$ cat src/rtl/audio_tone_sequencer_if.sv
// Control inputs and sample outputs between the tone sequencer and its consumers.
interface audio_tone_sequencer_if;
    logic        frame_tick;
    logic        enable;
    logic [15:0] sample;
    logic        sample_valid;
    logic [3:0]  step_index;
    logic        note_on;

    modport master (
        input  frame_tick,
        input  enable,
        output sample,
        output sample_valid,
        output step_index,
        output note_on
    );

    modport slave (
        output frame_tick,
        output enable,
        input  sample,
        input  sample_valid,
        input  step_index,
        input  note_on
    );
endinterface

$ cat src/rtl/audio_tone_sequencer.sv
// Single-voice sawtooth tone source for the PDM stage. It steps a fixed 16-entry
// note/rest pattern on frame ticks, and a decaying envelope shapes each note.
module audio_tone_sequencer #(
    parameter int SAMPLE_DIV  = 256,
    parameter int STEP_FRAMES = 8
) (
    input  logic                   clk,
    input  logic                   reset,
    audio_tone_sequencer_if.master bus
);
    localparam int DW = (SAMPLE_DIV > 1) ? $clog2(SAMPLE_DIV) : 1;
    localparam int FW = (STEP_FRAMES > 1) ? $clog2(STEP_FRAMES) : 1;
    localparam logic [DW-1:0] DIV_LAST  = DW'(SAMPLE_DIV - 1);
    localparam logic [FW-1:0] FCNT_LAST = FW'(STEP_FRAMES - 1);

    logic [DW-1:0] div_q, div_d;
    logic [FW-1:0] fcnt_q, fcnt_d;
    logic [3:0]    step_q, step_d;
    logic [15:0]   phase_q, phase_d;
    logic [7:0]    env_q, env_d;
    logic [15:0]   sample_q, sample_d;
    logic          valid_q, valid_d;

    logic          tick_s;
    logic          adv;
    logic [3:0]    inc_mult;
    logic [15:0]   inc;
    logic [3:0]    step_nxt;

    always_comb begin
        tick_s   = bus.enable && (div_q == DIV_LAST);
        adv      = bus.enable && bus.frame_tick && (fcnt_q == FCNT_LAST);
        // Even steps are notes with increments 0x0100..0x0800; odd steps are rests.
        inc_mult = {1'b0, step_q[3:1]} + 4'd1;
        inc      = step_q[0] ? 16'h0000 : {4'h0, inc_mult, 8'h00};
        step_nxt = step_q + 4'd1;

        div_d    = div_q;
        fcnt_d   = fcnt_q;
        step_d   = step_q;
        phase_d  = phase_q;
        env_d    = env_q;
        sample_d = sample_q;
        valid_d  = tick_s;

        if (bus.enable) begin
            div_d = (div_q == DIV_LAST) ? '0 : div_q + DW'(1);
        end

        if (tick_s) begin
            sample_d = {8'h00, phase_q[15:8]} * {8'h00, env_q};
            phase_d  = phase_q + inc;
            env_d    = (env_q == 8'h00) ? 8'h00 : env_q - 8'h01;
        end else if (!bus.enable) begin
            sample_d = 16'h0000;
        end

        if (bus.enable && bus.frame_tick) begin
            fcnt_d = (fcnt_q == FCNT_LAST) ? '0 : fcnt_q + FW'(1);
        end

        // A step advance reloads the voice and wins over a coincident tick update.
        if (adv) begin
            step_d  = step_nxt;
            phase_d = 16'h0000;
            env_d   = step_nxt[0] ? 8'h00 : 8'hFF;
        end
    end

    always_ff @(posedge clk) begin
        if (reset) begin
            div_q    <= '0;
            fcnt_q   <= '0;
            step_q   <= 4'd0;
            phase_q  <= 16'h0000;
            env_q    <= 8'hFF;
            sample_q <= 16'h0000;
            valid_q  <= 1'b0;
        end else begin
            div_q    <= div_d;
            fcnt_q   <= fcnt_d;
            step_q   <= step_d;
            phase_q  <= phase_d;
            env_q    <= env_d;
            sample_q <= sample_d;
            valid_q  <= valid_d;
        end
    end

    assign bus.sample       = sample_q;
    assign bus.sample_valid = valid_q;
    assign bus.step_index   = step_q;
    assign bus.note_on      = ~step_q[0];
endmodule

$ cat src/flat_wrapper.sv
// flat-port wrapper written by rule: the top's interface ports become plain ports
module audio_tone_sequencer_flat 
#(
    parameter int SAMPLE_DIV  = 256,
    parameter int STEP_FRAMES = 8
)
  (clk, reset, bus_frame_tick, bus_enable, bus_sample, bus_sample_valid, bus_step_index, bus_note_on);
  audio_tone_sequencer_if bus_i ();
  input  logic clk;
  input  logic reset;
  input wire logic [$bits(bus_i.frame_tick)-1:0] bus_frame_tick;
  input wire logic [$bits(bus_i.enable)-1:0] bus_enable;
  output wire logic [$bits(bus_i.sample)-1:0] bus_sample;
  output wire logic [$bits(bus_i.sample_valid)-1:0] bus_sample_valid;
  output wire logic [$bits(bus_i.step_index)-1:0] bus_step_index;
  output wire logic [$bits(bus_i.note_on)-1:0] bus_note_on;
  assign bus_i.frame_tick = bus_frame_tick;
  assign bus_i.enable = bus_enable;
  assign bus_sample = bus_i.sample;
  assign bus_sample_valid = bus_i.sample_valid;
  assign bus_step_index = bus_i.step_index;
  assign bus_note_on = bus_i.note_on;
  audio_tone_sequencer #(.SAMPLE_DIV(SAMPLE_DIV), .STEP_FRAMES(STEP_FRAMES)) u_core (.clk(clk), .reset(reset), .bus(bus_i));
endmodule
$ cat config.mk
export PLATFORM = sky130hd
export DESIGN_NAME = audio_tone_sequencer_flat
export DESIGN_NICKNAME = d
export VERILOG_FILES = /design/src/rtl/audio_tone_sequencer_if.sv /design/src/rtl/audio_tone_sequencer.sv /design/src/flat_wrapper.sv
export SDC_FILE = /design/constraint.sdc
export NUM_CORES = 1
export LEC_CHECK = 0
export ABC_CLOCK_PERIOD_IN_PS = 13100
export CAP_MARGIN = 30
export CORE_MARGIN = 1
export CORE_UTILIZATION = 55
export DETAILED_ROUTE_END_ITERATION = 10
export PLACE_DENSITY = 0.75
export REMOVE_ABC_BUFFERS = 1
export SLEW_MARGIN = 20
export SYNTH_ARGS = -nofsm -noshare
export SYNTH_HDL_FRONTEND = slang
export SYNTH_SLANG_ARGS = --single-unit
$ cat constraint.sdc
create_clock -name clk -period 13.1 [get_ports clk]
set_clock_uncertainty 0.2 [all_clocks]
set_input_delay 1.31 -clock clk [delete_from_list [all_inputs] [get_ports clk]]
set_output_delay 1.31 -clock clk [all_outputs]
set_load 0.05 [all_outputs]
==> metrics.cfg, run 1 <==
[outcome]
outcome = complete, no violations

[finish]
area_delta_synth_final_pct = 10.3
final_cells = 579
final_area_um2 = 4620
nets = 567
antenna_cells = 0
post-route-util = 0.633
drive_gt1_frac = 0.0354

[synth]
synth_cell_types = 47
synth-seq-cells = 48
avgSynthCellArea_um2 = 8.96
synth_area_um2 = 4190
async_flop_share = 0
yosysWarnings = 0
yosysSeqAreaShare = 0.230
synth_ff_type = dfxtp_1
synthesis.instances = 467
synth_edf_count = 0

[worst_setup_path]
cp-end-kind = register
r2r_slack_ns = 8.17
cp.required_ns = 13.09
critPathMaxFanout = 11
path_class = reg -> reg
cp-start-kind = register
crit_arrival_ns = 4.92

[placement]
gp_congestion = 0.915
place_area_um2 = 4480
pre_cts_ws_ns = 8.23
hpwl_mm = 6.29
placed_cells = 571
numPortBuffers = 25

[die]
dieArea_um2 = 7960
num_rows = 31
io_pins = 26
core_area_um2 = 7290
die_w_um = 89.2
initial_core_util = 0.574
die_h_um = 89.2

[timing]
finalSetupTns_ns = 0
slew_headroom = 0.399
fin_crit_sh = 0.376
finalHoldViolations = 0
worst_pin_slew_ns = 0.900
rsz0062_at_grt = false
layout_setup_ws_ns = 8.17
drv_slew = 0
clock.fmax_mhz = 203
fin_crit_ns = 4.93
holdWs_ns = 0.272
setup_violations = 0

[clock_network]
cts-root-buf = clkbuf_8
cts_tree = yes
clk_pin_slew_ns = 0.11
clockBufferDepth = 2
numClockSinks = 48
post_cts_resize_count = 0
clock_latency_ns = 0.31
cts_max_level = 2
ctsHoldBuffers = 0
numCtsBuffers = 5
cts_setup_buffers = 0

[power]
seqPwrFrac = 0.514
combPwrFrac = 0.025
leakagePower_nw = 2.20
power_switching_mw = 0.0610
switching_share = 0.213
p_int_mw = 0.226
pwr-share-clk = 0.462
finalPower_mw = 0.287
ir_drop_uv = 49.6
p_per_area_nw_per_um2 = 62.2

[detailed_routing]
dr.pass1.iters = 4
drtIter0Drc = 198
viasPerCell = 5.44
vias = 3152
ant_nets = 0
drt_wl_total_mm = 8.16
wire_per_inst_um = 14.1
drcViolationCount = 0

[hold_path]
hold_path.class = reg -> reg

[grt]
antenna_found_initial = 0
grt_pass1_wl_mm = 13.7
grt_max_degree = 19
gr-total-overflow = 0
track_usage = 0.222
grt_pass1_vias = 3018

[flow_run]
maxCapViolCount = 0

metal layers:
metal  part of all wire  track usage  vias up
li1                   -            -     1562
met1               0.46        0.289     1533
met2               0.50        0.384       47
met3              0.030       0.0351       10
met4              0.018       0.0620        0
met5                  0            0        -
cells in the mapped netlist, types with 3 or more instances:
cell	n	area, um^2
a21o_1	5	37.5
a21oi_1	21	105
a22o_1	15	131
and2_1	49	307
and3_1	4	25.0
buf_2	4	20.0
clkbuf_1	16	60.1
dfxtp_1	48	961
fa_1	37	741
ha_1	47	588
inv_1	58	218
nand2_1	38	143
nand3_1	10	50.1
nand4_1	4	25.0
nor2_1	25	93.8
nor2b_1	4	25.0
nor3_1	4	20.0
o211ai_1	4	30.0
o21ai_0	12	60.1
or3_1	3	18.8
xnor2_1	13	114
xor2_1	15	131
layout make-up:
type	count	area [um^2]
clock inverter	3	68.8
clock buffer	5	68.8
tap	99	124
timing repair buffer	26	258
sequential	48	961
inverter	58	218
multi-input combinational	340	2920
fill	648	2680
power by group through the flow:
stage	Clock, mW	Combinational (mW)	Sequential [mW]
final	0.133	0.00704	0.147
after global routing	0.141	0.00771	0.148
after CTS	0.136	0.00704	0.147
after detailed placement	0	0.00705	0.151
after global placement	0	0.00668	0.151
after floorplan	0	0.00324	0.151
sequential cells by signal (all words and copies together) (netlist names):
name	flops
u_core.bus.sample	16
u_core.env_q	8
u_core.fcnt_q	3
u_core.phase_q	8
u_core.bus.step_index	4
u_core.bus.sample_valid	1
u_core.div_q	8
logic make-up after synthesis:
kind of cell	after synthesis	synth area share
adder cells (fa/ha/maj)	84	0.317
AO/OA/AOI/OAI	75	0.129
XOR/XNOR	28	0.0586
multiplexers	2	0.00478
buffers and inverters	79	0.0729
AND/OR/NAND/NOR	151	0.187
flip-flops	48	0.230
cells in the final DEF, fill, tap and decap left out, types with 3 or more instances in the layout:
cell type / instances
clkdlybuf4s50_1: 25
o21ai_0: 12
inv_1: 58
nand4_1: 4
nand3_1: 10
or3_1: 3
o211ai_1: 4
nand2_1: 38
a21oi_1: 21
a21o_1: 5
fa_1: 37
and3_1: 4
a22o_1: 15
ha_1: 47
xnor2_1: 13
nor3_1: 4
clkbuf_8: 5
and2_1: 49
dfxtp_1: 48
xor2_1: 15
nor2b_1: 4
nor2_1: 25
path summary, 6_finish.rpt:
check | from | to | cells past startpoint
worst max register to register | u_core.env_q[7] | u_core.bus.sample[15] | 15
worst max-delay path | u_core.env_q[7] | u_core.bus.sample[15] | 15
worst min register to register | u_core.fcnt_q[1] | u_core.fcnt_q[1] | 2
worst min-delay path | u_core.fcnt_q[1] | u_core.fcnt_q[1] | 2
critical path: stages (launching register included):
cell and delay, ns:
dfxtp_1 0.57, nand2_1 0.14, fa_1 0.53, fa_1 0.54, inv_1 0.05, fa_1 0.52, inv_1 0.05, fa_1 0.52
inv_1 0.04, ha_1 0.36, a21o_1 0.21, a311o_1 0.32, a21oi_1 0.26, a21oi_1 0.13, xnor2_1 0.15, a22o_1 0.20
Power figures use the tool's default switching activity.
==> run 2: changes to the inputs <==
--- a/config.mk
+++ b/config.mk
@@ -5,7 +5,7 @@
 export SDC_FILE = /design/constraint.sdc
 export NUM_CORES = 1
 export LEC_CHECK = 0
-export ABC_CLOCK_PERIOD_IN_PS = 13100
+export ABC_CLOCK_PERIOD_IN_PS = 4900
 export CAP_MARGIN = 30
 export CORE_MARGIN = 1
 export CORE_UTILIZATION = 55
==> constraint.sdc (replaced) <==
create_clock -name clk -period 4.9 [get_ports clk]
set_clock_uncertainty 0.2 [all_clocks]
set_input_delay 0.49 -clock clk [delete_from_list [all_inputs] [get_ports clk]]
set_output_delay 0.49 -clock clk [all_outputs]
set_load 0.05 [all_outputs]
==> run 2 against run 1 <==
Clock-buffer cell count unchanged. Critical endpoint unchanged. Sequential cell count unchanged. Utilization up 0.43 points. Routed wire length down 4.2%. Sequential power rose to 2.7 times the previous value. Largest cell class unchanged. Die area unchanged. Largest power group unchanged. Register-to-register slack worse by 8.0 ns. Cell count up 1.0%.
==> metrics.cfg, run 2 (same netlist as run 1, synthesis figures left out) <==
[detailed_routing]
ant_nets = 0  ; unchanged
wire_per_inst_um = 13.4  ; -5.2%
drt_wl_total_mm = 7.81  ; -4.2%
vias = 3176  ; +0.76%
drcViolationCount = 0  ; unchanged
dr.pass1.iters = 4  ; unchanged
drtIter0Drc = 146  ; -26%
viasPerCell = 5.43  ; -0.27%

[placement]
placed_cells = 577  ; +1.1%
hpwl_mm = 6.08  ; -3.4%
pre_cts_ws_ns = 0.159  ; -8.07 ns
numPortBuffers = 25  ; unchanged
gp_congestion = 0.871  ; -4.7%

[die]
die_w_um = 89.2  ; unchanged
die_h_um = 89.2  ; unchanged
dieArea_um2 = 7960  ; unchanged
io_pins = 26  ; unchanged
num_rows = 31  ; unchanged
initial_core_util = 0.574  ; unchanged
core_area_um2 = 7290  ; unchanged

[clock_network]
cts_max_level = 2  ; unchanged
clk_pin_slew_ns = 0.10  ; about the same
clockBufferDepth = 2  ; unchanged
cts-root-buf = clkbuf_8
numClockSinks = 48  ; unchanged
clock_latency_ns = 0.32  ; about the same
numCtsBuffers = 5  ; unchanged
ctsHoldBuffers = 0  ; unchanged
cts_tree = yes

[outcome]
outcome = complete, no violations

[timing]
layout_setup_ws_ns = 0.187  ; -7.98 ns
fin_crit_ns = 4.71  ; -0.217 ns
worst_pin_slew_ns = 0.850  ; -0.0499 ns
clock.fmax_mhz = 212  ; +4.6%
rsz0062_at_grt = false
slew_headroom = 0.433  ; +0.0333
setup_violations = 0  ; unchanged
drv_slew = 0  ; unchanged
fin_crit_sh = 0.962  ; +0.586
finalHoldViolations = 0  ; unchanged
finalSetupTns_ns = 0  ; unchanged

[hold_path]
holdPathEnd = u_core.fcnt_q[2]
min_delay_path_depth = 2  ; unchanged
hp-start = u_core.fcnt_q[2]
hold_path.class = reg -> reg

[power]
ir_drop_uv = 151  ; +200%
leakagePower_nw = 2.22  ; +0.77%
p_per_area_nw_per_um2 = 156  ; +150%

[worst_setup_path]
critPathMaxFanout = 10  ; -1
timing.rr.start = u_core.env_q[3]
crit_arrival_ns = 4.73  ; -0.19 ns
crit_path_start = u_core.env_q[3]
cp.required_ns = 4.91  ; -8.18 ns
reg2reg_to = u_core.bus.sample[15]
path_common_cell = fa_1
cp_cell_sequence = nand2_1 > fa_1 > fa_1 > inv_1 > fa_1 > inv_1 > fa_1 > inv_1 > ha_1 > a21o_1 > a311o_1 > a21oi_1 > a21oi_1 > xnor2_1 > a22o_1
slowest_stage = dfxtp_1
rr_worst_depth = 15  ; unchanged
crit_path_max_incr_delay_ns = 0.54  ; -0.03 ns
r2r_slack_ns = 0.19  ; -7.98 ns
path_class = reg -> reg
cp-start-kind = register
cp-end-kind = register

[grt]
antenna_found_initial = 0  ; unchanged
grt_pass1_vias = 2976  ; -1.4%
gr-total-overflow = 0  ; unchanged
track_usage = 0.216  ; -0.00620
grt_pass1_wl_mm = 13.3  ; -3.2%
grt_max_degree = 19  ; unchanged

[finish]
final_cells = 585  ; +1.0%
drive_gt1_frac = 0.0617  ; +0.0263
antenna_cells = 0  ; unchanged
mostFrequentLayoutCell = inv_1
largest_reg_flops = 16  ; unchanged
nets = 573  ; +1.1%
area_delta_synth_final_pct = 11.1
layout.cells.most_common_list = 58 x inv_1, 49 x and2_1, 47 x ha_1
fillCellCount = 637  ; -1.7%

[flow_run]
maxCapViolCount = 0  ; unchanged

run 2: layout make-up:
class	instances	area (um^2)	area share
Multi-Input combinational cell	340	2920	0.628
Sequential cell	48	970	0.209
Timing Repair Buffer	32	303	0.0651
Inverter	58	218	0.0468
Tap cell	99	124	0.0266
Clock buffer	5	68.8	0.0148
Clock inverter	3	46.3	0.00996
run 2: repair_timing:
action	in CTS	in global routing
hold endpoints to repair	0	0
resized for setup	0	7
setup buffers	0	0
endpoints found under the setup margin	0	2
run 2: where the power goes:
| group | switching, mW | internal, mW |
|---|---|---|
| Combinational | 0.0119 | 0.00650 |
| Sequential | 0.00202 | 0.392 |
| Clock | 0.156 | 0.154 |
run 2: metal layers:
layer,up-vias,track usage,share of wire
met2,69,0.358,0.47
met3,14,0.0295,0.044
li1,1572,-,-
met4,0,0.0794,0.025
met1,1521,0.289,0.46
met5,-,0,0
run 2: per-stage QoR:
stage,hold slack [ns],util,total power [mW],area [um^2]
after global routing,0.303,0.637,0.747,4650
after detailed placement,0.257,0.620,0.422,4520
final,0.276,0.637,0.723,4650
after global placement,0.246,0.620,0.421,4520
after floorplan,0.234,-,0.411,4100
after CTS,0.276,0.636,0.731,4640
run 2: worst max path at each step:
| stage | endpoint | slack (ns) | cells past startpoint |
|---|---|---|---|
| 3_3_place_gp | u_core.bus.sample[15] | 0.25 | 15 |
| 3_5_place_dp | u_core.bus.sample[15] | 0.16 | 15 |
| 4_1_cts | u_core.bus.sample[15] | 0.15 | 15 |
| 5_1_grt | u_core.bus.sample[15] | 0.003 | 15 |
| 6_report | u_core.bus.sample[15] | 0.19 | 15 |
| 2_1_floorplan | u_core.bus.sample[15] | 0.33 | 15 |
run 2: critical path: cells and delay by family, from the launching register on:
family / cells / cell delay, ns
AO/OA/AOI/OAI: 5 / 1.12
XOR/XNOR: 1 / 0.16
adder cells (fa/ha/maj): 5 / 2.30
buffers and inverters: 3 / 0.14
flip-flops: 1 / 0.54
AND/OR/NAND/NOR: 1 / 0.13
==> run 3: changes to the inputs <==
--- a/config.mk
+++ b/config.mk
@@ -10,6 +10,7 @@
 export CORE_MARGIN = 1
 export CORE_UTILIZATION = 55
 export DETAILED_ROUTE_END_ITERATION = 10
+export GPL_ROUTABILITY_DRIVEN = 0
 export PLACE_DENSITY = 0.75
 export REMOVE_ABC_BUFFERS = 1
 export SLEW_MARGIN = 20
==> results of run 3 <==
Final layout, timing and power as in run 2 (identical DEF).
